===== src/rtl/bram_axis_line_reader.sv =====
// Streams BRAM lines start_index..bound_index (inclusive, wrapping) word by word onto an
// AXI-Stream master, MSB slice first, prefetching the next line while the current one drains.
module bram_axis_line_reader #(
    parameter int BRAM_ADDR_LENGTH   = 12,
    parameter int BRAM_WIDTH_IN_WORD = 36,
    parameter int WORD_WIDTH         = 8,
    parameter int CNT_BITS           = 6
) (
    input  logic                                       clk,
    input  logic                                       rst,
    input  logic                                       start,
    input  logic                                       abort,
    input  logic [BRAM_ADDR_LENGTH-1:0]                start_index,
    input  logic [BRAM_ADDR_LENGTH-1:0]                bound_index,
    output logic                                       busy,
    output logic                                       done,
    output logic                                       bram_en,
    output logic [BRAM_ADDR_LENGTH-1:0]                bram_index,
    input  logic [BRAM_WIDTH_IN_WORD*WORD_WIDTH-1:0]   bram_rdata,
    output logic [WORD_WIDTH-1:0]                      m_axis_tdata,
    output logic                                       m_axis_tvalid,
    input  logic                                       m_axis_tready,
    output logic                                       m_axis_tlast,
    output logic [CNT_BITS-1:0]                        cnt
);
    localparam int LINE_W = BRAM_WIDTH_IN_WORD * WORD_WIDTH;
    localparam logic [CNT_BITS-1:0]         LAST_CNT = CNT_BITS'(BRAM_WIDTH_IN_WORD - 1);
    localparam logic [CNT_BITS-1:0]         CNT_ONE  = CNT_BITS'(1);
    localparam logic [BRAM_ADDR_LENGTH-1:0] IDX_ONE  = BRAM_ADDR_LENGTH'(1);

    typedef enum logic [1:0] {ST_IDLE = 2'd0, ST_FETCH = 2'd1, ST_STREAM = 2'd2} state_t;

    state_t                      state_r, state_s;
    logic [BRAM_ADDR_LENGTH-1:0] bound_r, bound_s, bram_index_r, bram_index_s, idx_next_s;
    logic                        bram_en_r, bram_en_s, rvalid_r, rvalid_s;
    logic                        issued_bound_r, issued_bound_s;
    logic [LINE_W-1:0]           cur_buf_r, cur_buf_s, pre_buf_r, pre_buf_s;
    logic                        cur_full_r, cur_full_s, cur_last_r, cur_last_s;
    logic                        pre_full_r, pre_full_s, pre_last_r, pre_last_s;
    logic [CNT_BITS-1:0]         cnt_r, cnt_s;
    logic                        busy_r, busy_s, done_r, done_s, tlast_r, tlast_s;
    logic                        hs_s, rd_used_s;

    // CUR is a shift register: the word on the bus is always its top slice.
    assign busy          = busy_r;
    assign done          = done_r;
    assign bram_en       = bram_en_r;
    assign bram_index    = bram_index_r;
    assign m_axis_tdata  = cur_buf_r[LINE_W-1 -: WORD_WIDTH];
    assign m_axis_tvalid = cur_full_r;
    assign m_axis_tlast  = tlast_r;
    assign cnt           = cnt_r;

    // Next-state, buffer movement and read-issue decisions.
    always_comb begin
        state_s        = state_r;
        bound_s        = bound_r;
        bram_index_s   = bram_index_r;
        bram_en_s      = 1'b0;
        rvalid_s       = bram_en_r;
        issued_bound_s = issued_bound_r;
        cur_buf_s      = cur_buf_r;
        cur_full_s     = cur_full_r;
        cur_last_s     = cur_last_r;
        pre_buf_s      = pre_buf_r;
        pre_full_s     = pre_full_r;
        pre_last_s     = pre_last_r;
        cnt_s          = cnt_r;
        busy_s         = busy_r;
        done_s         = 1'b0;
        rd_used_s      = 1'b0;
        hs_s           = cur_full_r & m_axis_tready;
        idx_next_s     = bram_index_r + IDX_ONE;
        case (state_r)
            ST_IDLE: begin
                if (start && !abort) begin
                    state_s        = ST_FETCH;
                    busy_s         = 1'b1;
                    bound_s        = bound_index;
                    bram_index_s   = start_index;
                    bram_en_s      = 1'b1;
                    issued_bound_s = (start_index == bound_index);
                    cur_full_s     = 1'b0;
                    pre_full_s     = 1'b0;
                    cnt_s          = '0;
                end else begin
                    rvalid_s = 1'b0;
                end
            end
            ST_FETCH, ST_STREAM: begin
                if (abort) begin
                    state_s    = ST_IDLE;
                    busy_s     = 1'b0;
                    rvalid_s   = 1'b0;
                    cur_full_s = 1'b0;
                    pre_full_s = 1'b0;
                    cnt_s      = '0;
                end else begin
                    if (hs_s) begin
                        if (cnt_r == LAST_CNT) begin
                            cnt_s = '0;
                            if (cur_last_r) begin
                                state_s    = ST_IDLE;
                                busy_s     = 1'b0;
                                done_s     = 1'b1;
                                cur_full_s = 1'b0;
                            end else if (pre_full_r) begin
                                cur_buf_s  = pre_buf_r;
                                cur_last_s = pre_last_r;
                                pre_full_s = 1'b0;
                            end else if (rvalid_r) begin
                                // Data arriving exactly at the line switch bypasses PRE.
                                cur_buf_s  = bram_rdata;
                                cur_last_s = issued_bound_r;
                                rd_used_s  = 1'b1;
                            end else begin
                                cur_full_s = 1'b0;
                            end
                        end else begin
                            cnt_s     = cnt_r + CNT_ONE;
                            cur_buf_s = cur_buf_r << WORD_WIDTH;
                        end
                    end else begin
                        cnt_s = cnt_r;
                    end
                    if (rvalid_r && !rd_used_s) begin
                        if (!cur_full_r) begin
                            cur_buf_s  = bram_rdata;
                            cur_full_s = 1'b1;
                            cur_last_s = issued_bound_r;
                            state_s    = ST_STREAM;
                        end else begin
                            pre_buf_s  = bram_rdata;
                            pre_full_s = 1'b1;
                            pre_last_s = issued_bound_r;
                        end
                    end else begin
                        rd_used_s = rd_used_s;
                    end
                    if (!issued_bound_r && !pre_full_r && !bram_en_r && !rvalid_r && (state_s != ST_IDLE)) begin
                        bram_en_s      = 1'b1;
                        bram_index_s   = idx_next_s;
                        issued_bound_s = (idx_next_s == bound_r);
                    end else begin
                        bram_en_s = 1'b0;
                    end
                end
            end
            default: begin
                state_s    = ST_IDLE;
                busy_s     = 1'b0;
                rvalid_s   = 1'b0;
                cur_full_s = 1'b0;
                pre_full_s = 1'b0;
                cnt_s      = '0;
            end
        endcase
        tlast_s = cur_full_s && (cnt_s == LAST_CNT) && cur_last_s;
    end

    // State and output registers.
    always_ff @(posedge clk or posedge rst) begin
        if (rst) begin
            state_r        <= ST_IDLE;
            bound_r        <= '0;
            bram_index_r   <= '0;
            bram_en_r      <= 1'b0;
            rvalid_r       <= 1'b0;
            issued_bound_r <= 1'b0;
            cur_buf_r      <= '0;
            cur_full_r     <= 1'b0;
            cur_last_r     <= 1'b0;
            pre_buf_r      <= '0;
            pre_full_r     <= 1'b0;
            pre_last_r     <= 1'b0;
            cnt_r          <= '0;
            busy_r         <= 1'b0;
            done_r         <= 1'b0;
            tlast_r        <= 1'b0;
        end else begin
            state_r        <= state_s;
            bound_r        <= bound_s;
            bram_index_r   <= bram_index_s;
            bram_en_r      <= bram_en_s;
            rvalid_r       <= rvalid_s;
            issued_bound_r <= issued_bound_s;
            cur_buf_r      <= cur_buf_s;
            cur_full_r     <= cur_full_s;
            cur_last_r     <= cur_last_s;
            pre_buf_r      <= pre_buf_s;
            pre_full_r     <= pre_full_s;
            pre_last_r     <= pre_last_s;
            cnt_r          <= cnt_s;
            busy_r         <= busy_s;
            done_r         <= done_s;
            tlast_r        <= tlast_s;
        end
    end
endmodule

===== config.mk =====
export PLATFORM = sky130hd
export DESIGN_NAME = bram_axis_line_reader
export DESIGN_NICKNAME = d
export VERILOG_FILES = /design/src/rtl/bram_axis_line_reader.sv
export SDC_FILE = /design/constraint.sdc
export NUM_CORES = 2
export LEC_CHECK = 0
export BUFFER_PORTS_ARGS = -buffer_cell sky130_fd_sc_hd__clkbuf_2
export CAP_MARGIN = 20
export CORE_ASPECT_RATIO = 0.6
export CORE_MARGIN = 8
export CORE_UTILIZATION = 45
export CTS_CLUSTER_SIZE = 25
export DETAILED_ROUTE_END_ITERATION = 10
export PLACE_DENSITY = 0.71
export SKIP_LAST_GASP = 1
export SLEW_MARGIN = 15
export SYNTH_ARGS = -nofsm -noshare
export SYNTH_HDL_FRONTEND = slang
export SYNTH_SLANG_ARGS = --single-unit

===== constraint.sdc =====
create_clock -name clk -period 20.2 [get_ports clk]
set_clock_uncertainty 0.1 [all_clocks]
set_input_delay 4.04 -clock clk [delete_from_list [all_inputs] [get_ports clk]]
set_output_delay 4.04 -clock clk [all_outputs]
set_load 0.02 [all_outputs]

==> key figures <==
Yosys
  – Mean post-synth cell area: ~9.5 sq um
  – Synth Instances: around 3300
  – Synth warnings: 0
  – Syn Nets: 3596
  – Synth cell count leaders: dfrtp_1, o22ai_1, a21oi_1
  – Post-synthesis sequential area ratio: between 40% and 50%
  – Netlist cell types: 61
  – Async SR Flop Fraction: 100%
  – Synth Register Bits: between 600 and 700
  – Post-synth top area cell: dfrtp_1
  – Most common cell in the netlist: dfrtp_1
  – Top_reg_cell synth: dfrtp_1
  – Synth top area share: 49.6%
  – Area contributors post-synth: dfrtp_1, mux2_2, o22ai_1, a21oi_1, nor2_1
  – Synth Cell Area: 0.0312 sq mm
  – EDFF count, synth: 0

CTS
  – CTS tree: yes
  – Hold buffers post-CTS: 0
  – CTS buffer count: 59
  – H-Tree Level Count: 2
  – Clk_lat worst skew: between 600 and 700 ps
  – Clk sink count: roughly 620
  – Clk root buf: clkbuf_16
  – Post CTS Setup Buffer Count: 0
  – Resized Gates After CTS: 0
  – Worst-path clk slew: 60 ps
  – CTS max path bufs: 3

Global routing
  – Vias in the first global route: 25615
  – Gr ovfl total: 0
  – First-pass GRT wire length: 150 mm
  – Largest net degree at the start of global routing: a little over 200
  – Tot GR Track Use: between 20% and 30%
  – Initial antenna violation count: 30

Floorplan
  – CORE AREA: 0.0683 sq mm
  – Die Wd: approximately 360 microns
  – I/O Pins: 348
  – Die height: about 220 microns
  – Initial core utilization: 45.7%
  – Cell Rows: between 70 and 80
  – Die Area: 0.0783 sq mm

Power
  – VDD IR max: approximately 0.084 mV
  – Pwr dens: 124 mW/mm^2
  – Leakage power total: approximately 16 nW

Timing
  – Final min period: 7150 ps
  – Final Cycle Share: 35.4%
  – Least-Margin Pin Slew: 1470 ps
  – Final Hold Viols: 0
  – Slew HR: 2.18%
  – Final setup viols: 0
  – Fmax: 140 MHz
  – Max-slew violations: 0
  – Final setup TNS: 0 ps
  – RSZ-0062 raised after global routing: no

Route
  – Iter 0 DRT Violations: 2757
  – 1st-pass router iterations: 6
  – DR vias/cell: approximately 6
  – WL final: 95.6 mm
  – Per-cell routed wire length: between 20 and 25 microns
  – DRC: 0
  – Vias: 26797
  – Antenna Nets Post-Route: 0

Status
  – Status: finished, final reports clean

Critical path
  – Worst Path Class, Setup: in -> reg
  – Startpoint types: input pin
  – Worst Path Arrival: approximately 7600 ps
  – Required @ worst endpoint: 20650 ps
  – CP Capture Type: flop
  – Largest fanout on the critical path: 83

Place
  – Area of placed instances: between 0.03 and 0.04 sq mm
  – Placer congestion estimate: roughly 0.87
  – Post-detail-place hpwl: approximately 56 mm
  – Port buffer count: roughly 350

Cells and area
  – Final instance area: 0.0350 sq mm
  – Final net count: around 3700
  – Layout cells sized above 1: a little under a quarter
  – Layout area overhead: 12.3%

Flow run
  – Max-cap violations: 0

Worst hold path
  – Hold crit path type: reg -> reg
-- sequential cells by signal, indices dropped and copies added (netlist names), 2 cells and up --
register and cells:
state_r 2, bram_index 12, pre_buf_r 288, bound_r 12, cur_buf_r 288, cnt 6
-- kinds of logic after synthesis --
family	share of synthesized area, %
AO/OA/AOI/OAI	23.9
flip-flops	49.6
buffers and inverters	5.06
adder cells (fa/ha/maj)	0.160
AND/OR/NAND/NOR	9.55
multiplexers	11.0
XOR/XNOR	0.758
-- layout make-up --
class,count,area (sq um)
Tap cell,912,1140
Sequential cell,618,15500
Inverter,6,26.3
Antenna cell,17,42.5
Fill cell,6326,33300
Multi-Input combinational cell,2325,14300
Clock buffer,84,1710
Timing Repair Buffer,385,2100
Clock inverter,23,295
-- report_power, final --
part | total, mW | switching [mW] | internal (mW)
clock | 1.16 | 0.509 | 0.654
combinational | 1.32 | 0.790 | 0.529
sequential | 1.87 | 0.258 | 1.61
total | 4.35 | 1.56 | 2.79
-- worst paths after layout --
kind | start | endpoint | slack, ps | cells past startpoint
min in group asynchronous | rst | bound_r[1] | 3390 | 2
hold reg to reg | cur_buf_r[188] | cur_buf_r[188] | 380 | 2
setup reg to reg | cnt[0] | cur_buf_r[49] | 14810 | 9
max in group asynchronous | rst | cur_last_r | 14360 | 4
hold / removal | cur_buf_r[188] | cur_buf_r[188] | 380 | 2
setup / recovery | abort | cur_buf_r[40] | 13050 | 9
-- per-stage QoR --
step           hold slack, ps  total power, mW  instances  setup WS [ps]  utilization, %
2_1_floorplan             351             2.81       3275           7630               -
3_3_place_gp              362             3.15       4245          12450            48.3
3_5_place_dp              371             3.19       4245          12390            48.3
4_1_cts                   386             4.36       4352          13100            51.2
5_1_grt                   406             4.63       4361          12860            51.3
6_report                  380             4.35       4370          13050            51.3
-- layout by cell type, fill, tap and decap left out, types with 18 or more instances in the layout --
cell type,synthesis,routed
dfrtp_1,618,616
o22ai_1,427,427
a21oi_1,392,391
nor2_1,380,380
clkbuf_2,0,347
mux2_2,284,284
nand2_1,254,252
o21ai_0,239,239
a22oi_1,62,62
a2bb2oi_1,61,61
clkbuf_16,0,59
nor3_1,42,42
a221oi_1,39,39
buf_4,16,32
xnor2_1,18,18
-- metal layers --
metal / GRT usage [%] / vias up / wire length [microns] / part of all wire [%]
met4: 6.27 / 36 / 2070 / 2.2
met5: 0 / - / 220 / 0.23
li1: - / 12281 / - / -
met2: 34.6 / 944 / 42300 / 44
met3: 5.98 / 166 / 7730 / 8.1
met1: 34.1 / 13370 / 43200 / 45
-- worst max-delay path: stages --
cell and delay [ps]:
clkbuf_2 120, nand2b_2 170, buf_4 350, a21o_1 300, a21oi_4 570, buf_4 780, buf_4 880, nor2_1 90
a21oi_1 190
Note: power is estimated with default switching activity, not from simulation.
